[config.mk]
export PLATFORM = sky130hd
export DESIGN_NAME = ct_rd_ctrl
export DESIGN_NICKNAME = d
export VERILOG_FILES = /design/src/rtl/ct_pkg.sv /design/src/rtl/ct_sync_fifo.sv /design/src/rtl/ct_rd_ctrl.sv
export SDC_FILE = /design/constraint.sdc
export NUM_CORES = 1
export LEC_CHECK = 0
export BUFFER_PORTS_ARGS = -buffer_cell sky130_fd_sc_hd__clkbuf_2
export CORE_MARGIN = 1.5
export CORE_UTILIZATION = 56
export CTS_CLUSTER_SIZE = 30
export DETAILED_ROUTE_END_ITERATION = 16
export HOLD_SLACK_MARGIN = 0.12
export MAX_ROUTING_LAYER = met4
export PLACE_DENSITY = 0.75
export SLEW_MARGIN = 0
export SYNTH_ARGS = -nofsm -noshare
export SYNTH_HDL_FRONTEND = slang
export SYNTH_SLANG_ARGS = --single-unit
export TNS_END_PERCENT = 5
[constraint.sdc]
create_clock -name clk -period 5.7 [get_ports clk]
set_clock_uncertainty 0.05 [all_clocks]
set_input_delay 0.285 -clock clk [delete_from_list [all_inputs] [get_ports clk]]
set_output_delay 0.285 -clock clk [all_outputs]
set_load 0.05 [all_outputs]
[src/rtl/ct_pkg.sv]
// Shared types and default frame geometry for the corner-turn read path.
package ct_pkg;

    localparam int CT_N_RANGE = 2048;
    localparam int CT_N_CHIRP = 32;
    localparam int CT_RD_LAT  = 2;

    typedef enum logic [1:0] {
        IDLE,
        RUN,
        DRAIN
    } ct_rd_state_t;

    typedef struct packed {
        logic tlast;
        logic tuser;
    } ct_side_t;

endpackage

[src/rtl/ct_sync_fifo.sv]
// Synchronous first-word-fall-through FIFO with registered head outputs and
// an occupancy count; shared by the corner-turn read and write sides.
module ct_sync_fifo #(
    parameter int WIDTH = 34,
    parameter int DEPTH = 8
) (
    input  logic                       clk,
    input  logic                       rst,
    input  logic                       wr_en,
    input  logic [WIDTH-1:0]           wr_data,
    input  logic                       rd_en,
    output logic [WIDTH-1:0]           rd_data,
    output logic                       rd_valid,
    output logic [$clog2(DEPTH+1)-1:0] count
);
    localparam int PTR_W = (DEPTH > 1) ? $clog2(DEPTH) : 1;
    localparam int CNT_W = $clog2(DEPTH + 1);

    logic [WIDTH-1:0] mem [DEPTH];
    logic [PTR_W-1:0] wr_ptr, rd_ptr, rd_ptr_nxt;
    logic [CNT_W-1:0] remain, count_nxt;
    logic             push, pop;

    function automatic logic [PTR_W-1:0] ptr_inc(input logic [PTR_W-1:0] p);
        return (p == PTR_W'(DEPTH - 1)) ? '0 : p + PTR_W'(1);
    endfunction

    assign pop        = rd_en && rd_valid;
    assign push       = wr_en && ((count != CNT_W'(DEPTH)) || pop);
    assign remain     = count - CNT_W'(pop);
    assign rd_ptr_nxt = pop ? ptr_inc(rd_ptr) : rd_ptr;
    assign count_nxt  = remain + CNT_W'(push);

    // NOTE: the storage array carries no reset; pointers and count define what is valid.
    always_ff @(posedge clk) begin
        if (push) mem[wr_ptr] <= wr_data;
    end

    // NOTE: sequential state uses non-blocking assignments so every flop samples pre-edge values.
    always_ff @(posedge clk) begin
        if (rst) begin
            wr_ptr   <= '0;
            rd_ptr   <= '0;
            count    <= '0;
            rd_valid <= 1'b0;
            rd_data  <= '0;
        end else begin
            if (push) wr_ptr <= ptr_inc(wr_ptr);
            rd_ptr   <= rd_ptr_nxt;
            count    <= count_nxt;
            rd_valid <= (count_nxt != '0);
            // Head comes from storage if older entries remain, else straight from the write port.
            if (remain != '0)
                rd_data <= mem[rd_ptr_nxt];
            else if (push)
                rd_data <= wr_data;
        end
    end

endmodule

[src/rtl/ct_rd_ctrl.sv]
// Corner-turn read controller: drains one frame chirp-major-within-range-bin
// into an AXI-Stream master. Define CT_RD_PINGPONG_EN to honour bank_sel.
module ct_rd_ctrl
    import ct_pkg::*;
#(
    parameter int ADDR_W     = 17,
    parameter int DATA_W     = 32,
    parameter int N_RANGE    = CT_N_RANGE,
    parameter int N_CHIRP    = CT_N_CHIRP,
    parameter int RD_LAT     = CT_RD_LAT,
    parameter int FIFO_DEPTH = 8
) (
    input  logic              clk,
    input  logic              rst,
    input  logic              start,
    input  logic              bank_sel,
    output logic              busy,
    output logic              done,
    output logic              ram_ren_b,
    output logic [ADDR_W-1:0] ram_raddr_b,
    input  logic [DATA_W-1:0] ram_rdata_b,
    output logic [DATA_W-1:0] m_tdata,
    output logic              m_tvalid,
    input  logic              m_tready,
    output logic              m_tlast,
    output logic              m_tuser
);
    localparam int R_W   = $clog2(N_RANGE);
    localparam int C_W   = $clog2(N_CHIRP);
    localparam int CNT_W = $clog2(FIFO_DEPTH + 1);
    localparam int LAT_W = $clog2(RD_LAT + 1);

    ct_rd_state_t      state_q, state_d;
    logic [R_W-1:0]    r_q;
    logic [C_W-1:0]    c_q;
    logic              bank_bit, done_q, done_d, frame_start;
    logic              credit_ok, last_c, last_r, drain_empty, ren;
    logic [RD_LAT-1:0] vld_q;
    ct_side_t          side_q [RD_LAT];
    ct_side_t          side_in, side_out;
    logic [LAT_W-1:0]  inflight;
    logic [CNT_W-1:0]  fifo_count;
    logic [DATA_W+1:0] fifo_rd_data;

    assign last_c      = (c_q == C_W'(N_CHIRP - 1));
    assign last_r      = (r_q == R_W'(N_RANGE - 1));
    assign frame_start = (state_q == IDLE) && start && !done_q;

    always_comb begin
        inflight = '0;
        for (int i = 0; i < RD_LAT; i++) inflight = inflight + LAT_W'(vld_q[i]);
    end

    // Conservative: a pop in this same cycle is not credited back until next cycle.
    assign credit_ok   = (int'(inflight) + int'(fifo_count)) < FIFO_DEPTH;
    assign drain_empty = (fifo_count == '0) ||
                         ((fifo_count == CNT_W'(1)) && m_tvalid && m_tready);

    // NOTE: every always_comb output gets a default first so no latch is inferred.
    always_comb begin
        state_d = state_q;
        done_d  = 1'b0;
        ren     = 1'b0;
        unique case (state_q)
            IDLE: if (frame_start) state_d = RUN;
            RUN: begin
                ren = credit_ok;
                if (credit_ok && last_c && last_r) state_d = DRAIN;
            end
            DRAIN: begin
                if ((inflight == '0) && drain_empty) begin
                    state_d = IDLE;
                    done_d  = 1'b1;
                end
            end
            default: state_d = IDLE;
        endcase
    end

    always_ff @(posedge clk) begin
        if (rst) begin
            state_q <= IDLE;
            done_q  <= 1'b0;
            r_q     <= '0;
            c_q     <= '0;
            vld_q   <= '0;
        end else begin
            state_q  <= state_d;
            done_q   <= done_d;
            vld_q[0] <= ren;
            for (int i = 1; i < RD_LAT; i++) vld_q[i] <= vld_q[i-1];
            if (frame_start) begin
                r_q <= '0;
                c_q <= '0;
            end else if (ren) begin
                c_q <= c_q + C_W'(1);
                if (last_c) r_q <= r_q + R_W'(1);
            end
        end
    end

    assign side_in.tlast = last_c;
    assign side_in.tuser = last_c && last_r;

    always_ff @(posedge clk) begin
        side_q[0] <= side_in;
        for (int i = 1; i < RD_LAT; i++) side_q[i] <= side_q[i-1];
    end

`ifdef CT_RD_PINGPONG_EN
    logic bank_q;
    always_ff @(posedge clk) begin
        if (rst)
            bank_q <= 1'b0;
        else if (frame_start)
            bank_q <= bank_sel;
    end
    assign bank_bit = bank_q;
`else
    logic bank_sel_unused;
    assign bank_sel_unused = bank_sel;
    assign bank_bit        = 1'b0;
`endif

    assign ram_ren_b   = ren;
    assign ram_raddr_b = {bank_bit, (ADDR_W-1)'({c_q, r_q})};

    ct_sync_fifo #(
        .WIDTH (DATA_W + 2),
        .DEPTH (FIFO_DEPTH)
    ) u_fifo (
        .clk      (clk),
        .rst      (rst),
        .wr_en    (vld_q[RD_LAT-1]),
        .wr_data  ({side_q[RD_LAT-1], ram_rdata_b}),
        .rd_en    (m_tready),
        .rd_data  (fifo_rd_data),
        .rd_valid (m_tvalid),
        .count    (fifo_count)
    );

    assign {side_out, m_tdata} = fifo_rd_data;
    assign m_tlast = side_out.tlast;
    assign m_tuser = side_out.tuser;
    assign busy    = (state_q != IDLE);
    assign done    = done_q;

endmodule

==> results by group <==
Global routing
  • Initial antenna violation count: 0
  • Via count of the first global-routing pass: 8626
  • Largest net degree at the start of global routing: 88
  • First-pass GRT wire length: 48000 um
  • Overall fraction of global-route tracks in use: 24.7%
  • Overall overflow remaining after global route: 0

Worst setup path
  • Type of destination of the critical path: register
  • Classification of the worst setup path: register to register
  • Required time worst endpoint: 6.07 ns
  • Kind of launch point of the worst setup path: register
  • Most used cell, CP: ha_1
  • Slowest Stage Delay on Critical Path: 0.85 ns
  • CP bufs+invs: 1
  • Critical Path, Cell by Cell: ha_1 > ha_1 > nand4b_4 > nand2_4 > buf_4 > a211oi_1 > or4_1 > a221oi_2
  • Kind of cell adding the most delay to the critical path: simple AND/OR/NAND/NOR gates
  • Signal arrival time at the worst endpoint: 4.37 ns
  • Critical-path cell with the highest stage delay: nand2_4
  • Biggest fanout along the worst timing path: 66

Timing
  • Max frequency: 250 MHz
  • Count of final hold-check violations: 0
  • Setup TNS: 0 ns
  • Number of pins with negative max-slew slack in the final report: 0
  • Setup violations, final: 0
  • Final worst path period share: 70.0%
  • Relative slew slack: 30.4%
  • Transition time at the pin with the least slew margin: 1.04 ns
  • RSZ-0062 raised after global routing: no
  • Setup slack of the critical path after layout: 1.71 ns
  • Final Critical Period: 3.99 ns

Synthesis
  • Fraction of post-synthesis cell area in the top cell type by area: 58.3%
  • Mapped cell area: 0.0140 mm^2
  • Distinct cell type count of the synthesized netlist: 53
  • Average size of a mapped cell: 14.3 um^2
  • Sequential fraction of the synthesis area: 68.3%
  • Share of flip-flops with an asynchronous set or reset after synthesis: 0%
  • Syn Nets: 1031
  • Count of yosys warnings during synthesis: 0
  • Synthesis-stage register bit count: 342
  • Number of instances in the synthesized netlist: 980
  • Top FF cell, synth: edfxtp_1
  • EDFF count, synth: 272
  • Largest cells by area after synthesis: edfxtp_1, dfxtp_1, a211oi_1
  • Biggest area consumer among synthesized cells: edfxtp_1

Route
  • Post-detailed-route count of antenna-violating nets: 0
  • Number of remaining DRC errors: 0
  • Wire length after detailed routing: 30900 um
  • Number of DRC markers in iteration 0: 830
  • Vias: 8785
  • Number of optimization iterations in the first detailed-route pass: 5
  • Mean number of vias per cell: 6.14
  • Routed len/inst: 21.6 um

Power and ir drop
  • Pwr Density: 433 mW/mm^2
  • Cell leakage power: 5.71 nW
  • Peak ir drop on the vdd network: 0.000395 V

Min path
  • Path class of the lowest-slack min-delay path: input pin to register

Placed design
  • Setup Slack @ Placement: 1.75 ns
  • Post-detailed-placement half-perimeter wirelength: 16200 um
  • Count of input and output buffers: 89
  • Routability-driven placement congestion ratio: 0.764

Die
  • Horizontal die dimension: 161 um
  • Number of top-level design ports: 92
  • Starting density of the core: 57.2%
  • Height of the die: 161 um
  • Placement row count: 57
  • Floorplan core area: 0.0245 mm^2
  • Die Area: 0.0260 mm^2

Final layout
  • Fill cell total of the finished layout: 1759
  • Layout-stage area growth over the synthesis result: 14.9%
  • Antenna Cells: 0
  • Number of nets in the final layout: 1132
  • Proportion of layout cells with a drive suffix above 1: 19.0%

Status
  • Result of the run: complete, no violations

Clocking
  • Clk slew on worst S/H paths: 0.06 ns
  • Clk root buf: clkbuf_16
  • Clock Tree Buf Depth: 3
  • Clk sinks: 342
  • Skew-Pair Late Insertion Delay: 0.51 ns
  • Number of clock buffers inserted by TritonCTS: 35
  • CTS tree: done
  • Post-CTS Resized: 0
  • Number of levels in the clock H-tree: 2

Job
  • Number of violations of the max-capacitance limit: 0
[layout make-up]
class	count	area (um^2)	share of cell area (%)
Clock inverter	13	85.1	0.529
Timing Repair Buffer	143	943	5.87
Clock buffer	50	995	6.19
Tap cell	324	405	2.52
Multi-Input combinational cell	545	4030	25.1
Sequential cell	342	9570	59.5
Inverter	14	52.6	0.327
[cells in the mapped netlist, drive strengths merged, types with 5 or more instances]
cell type,number
edfxtp,272
a211oi,130
and3,130
dfxtp,70
nand2,48
a21oi,42
buf,42
clkbuf,37
or4,33
a221oi,32
nor2,24
ha,14
inv,14
mux2i,9
nor3,8
o21ai,8
xnor2,7
or3,5
xor2,5
[registers in the layout, summed over array words and instances (netlist names)]
signal           count
u_fifo.mem         272
u_fifo.rd_data      34
r_q                 11
c_q                  5
side_q               4
u_fifo.count         4
u_fifo.rd_ptr        3
u_fifo.wr_ptr        3
state_q              2
vld_q                2
done                 1
u_fifo.rd_valid      1
[kinds of logic (layout without fill, tap and decap cells)]
group                    after synthesis  after routing  share of synthesized area, %
XOR/XNOR                              12             12                         0.751
other                                  1              1                        0.0268
adder cells (fa/ha/maj)               14             14                          1.25
AO/OA/AOI/OAI                        230            230                          13.7
AND/OR/NAND/NOR                      277            277                          11.6
multiplexers                          11             11                          1.02
flip-flops                           342            342                          68.3
buffers and inverters                 93            220                          3.30
[tightest hold or removal path: stages]
cell	delay, ns
clkbuf_2	0.07
nor2b_1	0.13
nor2_1	0.07
a2111oi_0	0.07
[layer usage]
metal	track usage (%)	share of wire [%]	vias up
met5	-	0	-
met4	6.99	1.5	0
met3	3.88	6.2	50
met2	39.8	49	310
met1	32.8	43	4323
li1	-	-	4102
[power by group]
group	switching, mW	leakage, nW	internal [mW]
clock network	0.898	0.535	1.26
registers	0.101	3.05	2.84
logic	1.27	2.13	0.592
total	2.27	5.71	4.69
[cells in the final DEF (no fill, tap or decap), drive strengths merged, types with 5 or more instances in the layout]
cell | synthesis | routed
a211oi | 130 | 130
a21oi | 42 | 42
a221oi | 32 | 32
and3 | 130 | 130
buf | 42 | 22
clkbuf | 37 | 139
clkinv | 0 | 12
dfxtp | 70 | 70
dlygate4sd3 | 0 | 32
edfxtp | 272 | 272
ha | 14 | 14
inv | 14 | 14
mux2i | 9 | 9
nand2 | 48 | 48
nor2 | 24 | 24
nor3 | 8 | 8
o21ai | 8 | 8
or3 | 5 | 5
or4 | 33 | 33
xnor2 | 7 | 7
xor2 | 5 | 5
[timing repair]
item                                   in CTS  in global routing
hold buffers                               32                  0
buffers inserted                            0                  0
endpoints found under the hold margin     286                  0
[metrics by stage]
step | utilization (%) | cell area (um^2) | power (mW) | hold WS [ns] | instances
3_3_place_gp | 60.0 | 14700 | 4.80 | 0.262 | 1336
2_1_floorplan | - | 14000 | 4.45 | 0.260 | 980
5_1_grt | 65.7 | 16100 | 7.26 | 0.201 | 1431
3_5_place_dp | 60.0 | 14700 | 4.84 | 0.266 | 1336
4_1_cts | 65.7 | 16100 | 6.99 | 0.127 | 1431
6_report | 65.7 | 16100 | 6.96 | 0.142 | 1431
[final timing paths]
path	slack (ns)	from	depth (start not counted)	endpoint
max	1.71	u_fifo.rd_ptr[0]$_SDFF_PP0_	8	u_fifo.rd_data[19]$_SDFFE_PP0P_
min	0.14	start	4	state_q[0]$_SDFFE_PP0P_
min reg2reg	0.28	side_q[0][0]$_DFF_P_	0	side_q[0][2]$_DFF_P_
max reg2reg	1.71	u_fifo.rd_ptr[0]$_SDFF_PP0_	8	u_fifo.rd_data[19]$_SDFFE_PP0P_
Power figures use the tool's default switching activity.
